File: config.mk
export PLATFORM = sky130hd
export DESIGN_NAME = trace_scheduler
export DESIGN_NICKNAME = d
export VERILOG_FILES = /design/src/rtl/trace_scheduler.sv
export SDC_FILE = /design/constraint.sdc
export NUM_CORES = 1
export LEC_CHECK = 0
export CAP_MARGIN = 20
export CORE_MARGIN = 4
export CORE_UTILIZATION = 45
export CTS_CLUSTER_DIAMETER = 50
export DETAILED_ROUTE_END_ITERATION = 6
export PLACE_DENSITY = 0.64
export SLEW_MARGIN = 15
export SYNTH_ARGS = -nofsm -noshare
export SYNTH_HDL_FRONTEND = slang
export SYNTH_SLANG_ARGS = --single-unit
File: constraint.sdc
create_clock -name clock -period 3.95 [get_ports clock]
set_clock_uncertainty 0.05 [all_clocks]
set_input_delay 0.79 -clock clock [delete_from_list [all_inputs] [get_ports clock]]
set_output_delay 0.79 -clock clock [all_outputs]
set_load 0.05 [all_outputs]
File: src/rtl/trace_scheduler.sv
// Port-A sequencer for the 2-bit trace grid: power-up/requested clears and per-tick collision read/trace write.
// Optional crash statistics counters are enabled with `define TRACE_SCHED_STATS_EN.
module trace_scheduler #(
   parameter int unsigned WIDTH  = 800,
   parameter int unsigned HEIGHT = 600,
   parameter int unsigned ADDR_W = 19
) (
   input  logic              clock,
   input  logic              reset_n,
   input  logic              tick,
   input  logic [9:0]        p1_x,
   input  logic [9:0]        p1_y,
   input  logic [9:0]        p2_x,
   input  logic [9:0]        p2_y,
   input  logic              clear_req,
   output logic              mem_en,
   output logic              mem_we,
   output logic [ADDR_W-1:0] mem_addr,
   output logic [1:0]        mem_din,
   input  logic [1:0]        mem_dout,
   output logic              busy,
   output logic              done,
   output logic              crash1,
   output logic              crash2,
   output logic              overrun
`ifdef TRACE_SCHED_STATS_EN
   ,
   output logic [7:0]        crash_cnt1,
   output logic [7:0]        crash_cnt2
`endif
);

   typedef enum logic [2:0] {CLEAR, IDLE, RD1, RD2, CHK, WR1, WR2, DONE} state_t;

   localparam int unsigned     CELLS    = WIDTH * HEIGHT;
   localparam logic [ADDR_W:0] LAST_CNT = (ADDR_W+1)'(CELLS);
   localparam logic [ADDR_W:0] CNT_ONE  = (ADDR_W+1)'(1);

   function automatic logic [ADDR_W-1:0] cell_addr(input logic [9:0] x, input logic [9:0] y);
      return ADDR_W'(y) * ADDR_W'(WIDTH) + ADDR_W'(x);
   endfunction

   function automatic logic in_bounds(input logic [9:0] x, input logic [9:0] y);
      return (32'(x) < WIDTH) && (32'(y) < HEIGHT);
   endfunction

   state_t            state;
   logic [ADDR_W:0]   clr_cnt;
   logic              clear_pend;
   logic [9:0]        lx1, ly1, lx2, ly2;
   logic [1:0]        cell1;
   logic              hit1, hit2;

   logic [ADDR_W-1:0] addr1, addr2;
   logic              ib1, ib2, head_on;

   assign addr1   = cell_addr(lx1, ly1);
   assign addr2   = cell_addr(lx2, ly2);
   assign ib1     = in_bounds(lx1, ly1);
   assign ib2     = in_bounds(lx2, ly2);
   assign head_on = ib1 && ib2 && (lx1 == lx2) && (ly1 == ly2);

   // Combinational so the drop is flagged in the very cycle the tick is presented;
   // a tick competing with a clear in IDLE is dropped as well.
   assign overrun = reset_n && tick && ((state != IDLE) || clear_pend || clear_req);

   // NOTE: all state below is updated with non-blocking assignments in one clocked block,
   // so every branch sees the pre-edge values and the registered outputs line up with the state.
   always_ff @(posedge clock) begin
      if (!reset_n) begin
         state      <= CLEAR;
         clr_cnt    <= '0;
         clear_pend <= 1'b0;
         mem_en     <= 1'b0;
         mem_we     <= 1'b0;
         mem_addr   <= '0;
         mem_din    <= 2'd0;
         busy       <= 1'b1;
         done       <= 1'b0;
         crash1     <= 1'b0;
         crash2     <= 1'b0;
         lx1        <= '0;
         ly1        <= '0;
         lx2        <= '0;
         ly2        <= '0;
         cell1      <= 2'd0;
         hit1       <= 1'b0;
         hit2       <= 1'b0;
`ifdef TRACE_SCHED_STATS_EN
         crash_cnt1 <= 8'd0;
         crash_cnt2 <= 8'd0;
`endif
      end else begin
         done <= 1'b0;
         if (clear_req && state != IDLE)
            clear_pend <= 1'b1;

         case (state)
            CLEAR: begin
               // clr_cnt is the next address to issue; the bus already holds the previous one
               if (clr_cnt == LAST_CNT) begin
                  state  <= IDLE;
                  busy   <= 1'b0;
                  mem_en <= 1'b0;
                  mem_we <= 1'b0;
               end else begin
                  mem_en   <= 1'b1;
                  mem_we   <= 1'b1;
                  mem_din  <= 2'd0;
                  mem_addr <= clr_cnt[ADDR_W-1:0];
                  clr_cnt  <= clr_cnt + CNT_ONE;
               end
            end

            IDLE: begin
               if (clear_pend || clear_req) begin
                  state      <= CLEAR;
                  busy       <= 1'b1;
                  clear_pend <= 1'b0;
                  crash1     <= 1'b0;
                  crash2     <= 1'b0;
                  mem_en     <= 1'b1;
                  mem_we     <= 1'b1;
                  mem_din    <= 2'd0;
                  mem_addr   <= '0;
                  clr_cnt    <= CNT_ONE;
`ifdef TRACE_SCHED_STATS_EN
                  crash_cnt1 <= 8'd0;
                  crash_cnt2 <= 8'd0;
`endif
               end else if (tick) begin
                  state    <= RD1;
                  busy     <= 1'b1;
                  lx1      <= p1_x;
                  ly1      <= p1_y;
                  lx2      <= p2_x;
                  ly2      <= p2_y;
                  mem_en   <= in_bounds(p1_x, p1_y);
                  mem_we   <= 1'b0;
                  mem_din  <= 2'd0;
                  mem_addr <= cell_addr(p1_x, p1_y);
               end
            end

            RD1: begin
               state    <= RD2;
               mem_en   <= ib2;
               mem_we   <= 1'b0;
               mem_addr <= addr2;
            end

            RD2: begin
               state    <= CHK;
               cell1    <= mem_dout;
               mem_en   <= 1'b0;
               mem_addr <= '0;
            end

            CHK: begin
               // mem_dout now carries the p2 cell; an out-of-bounds player never read, so its cell is ignored
               state    <= WR1;
               hit1     <= !ib1 || (cell1 != 2'd0) || head_on;
               hit2     <= !ib2 || (mem_dout != 2'd0) || head_on;
               mem_en   <= ib1;
               mem_we   <= 1'b1;
               mem_addr <= addr1;
               mem_din  <= 2'd1;
            end

            WR1: begin
               state    <= WR2;
               mem_en   <= ib2;
               mem_we   <= 1'b1;
               mem_addr <= addr2;
               mem_din  <= 2'd2;
            end

            WR2: begin
               state    <= DONE;
               mem_en   <= 1'b0;
               mem_we   <= 1'b0;
               mem_addr <= '0;
               mem_din  <= 2'd0;
               done     <= 1'b1;
               crash1   <= hit1;
               crash2   <= hit2;
`ifdef TRACE_SCHED_STATS_EN
               if (hit1 && crash_cnt1 != 8'hFF)
                  crash_cnt1 <= crash_cnt1 + 8'd1;
               if (hit2 && crash_cnt2 != 8'hFF)
                  crash_cnt2 <= crash_cnt2 + 8'd1;
`endif
            end

            DONE: begin
               state <= IDLE;
               busy  <= 1'b0;
            end

            default: begin
               state <= IDLE;
               busy  <= 1'b0;
            end
         endcase
      end
   end

endmodule

==> impl_metrics.env <==
export IMPL_coreArea_sq_um=17400
export IMPL_async_flop_share=0
export IMPL_synth_area_top_cells="dfxtp_1 24%, ha_1 19%, nand2_1 6.1%, xnor2_1 4.7%, xor2_1 4.6%"
export IMPL_intPower_uw=1920
export IMPL_finish_utilization=0.589
export IMPL_fillerInstances=1604
export IMPL_cts_tree="yes"
export IMPL_yosysWarnings=0
export IMPL_status="finished clean"
export IMPL_drive_above_1_share=0.160
export IMPL_numPortBuffers=73
export IMPL_place_inst=1330
export IMPL_final_common_cell="nand2_1"
export IMPL_gp_congestion=0.902
export IMPL_antenna_found_initial=0
export IMPL_htree_levels=3
export IMPL_swShare=0.294
export IMPL_power_frac_clock=0.342
export IMPL_min_period_ns=3.82
export IMPL_final_net_count=1316
export IMPL_crit_arrival_ns=4.03
export IMPL_synthFlopType="dfxtp_1"
export IMPL_cts_buffers=9
export IMPL_combPwrFrac=0.301
export IMPL_place_area_sq_um=9630
export IMPL_grt_util_all_layers=0.234
export IMPL_slew_headroom=0.413
export IMPL_synth_area_leader_cell="dfxtp_1"
export IMPL_vias_per_cell=5.57
export IMPL_start_util=0.463
export IMPL_drt_pre_antenna_iters=5
export IMPL_grt_pass1_wl_mm=37.6
export IMPL_cp_start_kind="primary input"
export IMPL_dpl_worst_slack_ns=-0.660
export IMPL_clock_sinks=95
export IMPL_io_pins=74
export IMPL_ys_ff_latch=95
export IMPL_setup_viol_count_final=0
export IMPL_clock_latency_ns=0.36
export IMPL_layout_common_cells="131 x nand2_1, 110 x ha_1, 99 x buf_4"
export IMPL_critPathMaxFanout=4
export IMPL_hold_path_class="reg2reg"
export IMPL_clk_pin_slew_worst_paths_ns=0.07
export IMPL_crit_path_end_kind="register"
export IMPL_drt_wl_total_mm=23.6
export IMPL_cts_root_buf="clkbuf_16"
export IMPL_ir_drop_uv=218
export IMPL_dieHeight_um=142
export IMPL_die_w_um=142
export IMPL_p_per_area_nw_per_um2=265
export IMPL_period_share=0.966
export IMPL_path_class="in2reg"
export IMPL_final_area_sq_um=10300
export IMPL_fp_dieArea_sq_um=20100
export IMPL_yosysSeqAreaShare=0.236
export IMPL_sequentialPowerShare=0.357
export IMPL_grt_ovfl_total=0
export IMPL_drt_initial_drc_count=532
export IMPL_ant_nets=0
export IMPL_route_detailed_drc=0
export IMPL_worst_slack_ns=0.134
export IMPL_synth_fp_nets=1167
export IMPL_grt_pass1_vias=7108
export IMPL_grt_max_degree=66
export IMPL_required_ns=4.17
export IMPL_hold_ws_ns=0.405
export IMPL_worst_slew_pin_slew_ns=0.880
export IMPL_p_sw_uw=800
export IMPL_final_cells=1357
export IMPL_num_rows=48
export IMPL_netlist_instances=978
export IMPL_vias=7560
export IMPL_slew_viol_final=0
export IMPL_syn_avg_cell_area_sq_um=8.24
export IMPL_synth_top_area_frac=0.236
export IMPL_netlist_area_sq_um=8060
export IMPL_wire_per_inst_um=17.4
export IMPL_yosysUniqueCellTypes=73
export IMPL_synth_edf_count=0
export IMPL_dpl_hpwl_mm=18.4
export IMPL_area_growth_pct=27.2
export IMPL_p_leak_uw=0.00465
export IMPL_hold_violations=0
export IMPL_maxCapViolCount=0
export IMPL_num_antenna_cells=0
export IMPL_timing_fmax_mhz=262
export IMPL_clk_path_buf_depth=2
## cell type report
cell class	count	area, sq um	share of cell area
Multi-Input combinational cell	782	6040	0.589
Timing Repair Buffer	173	1460	0.143
Clock buffer	10	239	0.0233
Clock inverter	6	75.1	0.00732
Inverter	66	248	0.0242
Sequential cell	95	1900	0.186
Tap cell	225	282	0.0275
## critical path, cell delays in order
cell,delay [ns]
dlygate4sd2_1,0.27
ha_1,0.31
ha_2,0.19
fa_1,0.49
ha_4,0.32
buf_4,0.11
nor2_1,0.04
o21ba_2,0.21
nor4_4,0.29
buf_4,0.16
nand2_1,0.08
nor4b_2,0.29
xnor2_1,0.15
a21boi_1,0.08
a311oi_1,0.24
## worst paths after layout
check / start / to / slack (ns) / depth (start not counted)
min reg2reg: hit2$_SDFFE_PN0P_ / hit2$_SDFFE_PN0P_ / 0.40 / 2
max: p1_y[1] / mem_addr[17]$_SDFFE_PN0P_ / 0.13 / 15
min: hit2$_SDFFE_PN0P_ / hit2$_SDFFE_PN0P_ / 0.40 / 2
max reg2reg: ly2[2]$_SDFFE_PN0P_ / mem_addr[18]$_SDFFE_PN0P_ / 0.18 / 14
## Yosys cell counts, types with 12 or more instances
library cell	instances
clkbuf_1	25
xor2_1	42
fa_1	18
a311oi_1	12
inv_1	66
nand3_1	15
a31oi_1	14
xnor2_1	43
o21ai_0	50
ha_1	125
nor2_1	71
dfxtp_1	95
a22oi_1	20
a21oi_1	72
nand2_1	131
nand4_1	12
## sequential cells by signal, summed over array words and instances (netlist names), 2 cells and up
name and count:
lx1 10, clr_cnt 20, cell1 2, lx2 10
mem_addr 19, ly1 10, mem_din 2, state 3
ly2 10
## stage by stage
| step | power [uW] | setup TNS [ns] |
|---|---|---|
| floorplan | 1370 | 0 |
| global placement | 1640 | -2.72 |
| detailed placement | 1650 | -2.94 |
| CTS | 2680 | 0 |
| global route | 2850 | -0.0626 |
| finish | 2720 | 0 |
## logic make-up (layout without fill, tap and decap cells)
| kind of cell | count (synthesis) | after routing | share of synthesized area |
|---|---|---|---|
| AND/OR/NAND/NOR | 308 | 308 | 0.182 |
| AO/OA/AOI/OAI | 245 | 245 | 0.198 |
| adder cells (fa/ha/maj) | 143 | 143 | 0.239 |
| buffers and inverters | 101 | 255 | 0.0501 |
| flip-flops | 95 | 95 | 0.236 |
| XOR/XNOR | 86 | 86 | 0.0952 |
## layer usage
| metal | track usage | wire length [um] | vias to the layer above |
|---|---|---|---|
| li1 | - | - | 3777 |
| met1 | 0.328 | 11000 | 3531 |
| met2 | 0.381 | 10800 | 224 |
| met3 | 0.0266 | 1360 | 28 |
| met4 | 0.0631 | 463 | 0 |
| met5 | 0 | 0 | - |
## timing repair
action | 4_1_cts | 5_1_grt
setup endpoints to repair | 4 | 5
pin swaps | 19 | 24
resized for setup | 36 | 25
buffers inserted | 5 | 6
gates cloned | 0 | 0
hold buffers | 0 | 0
## power groups by stage
stage               clock [uW]  combinational (uW)  sequential [uW]
floorplan                    0                 372             1000
global placement             0                 648              994
detailed placement           0                 655              994
CTS                        949                 758              971
global route               988                 892              972
finish                     931                 817              971
(Power assumes the default switching activity.)
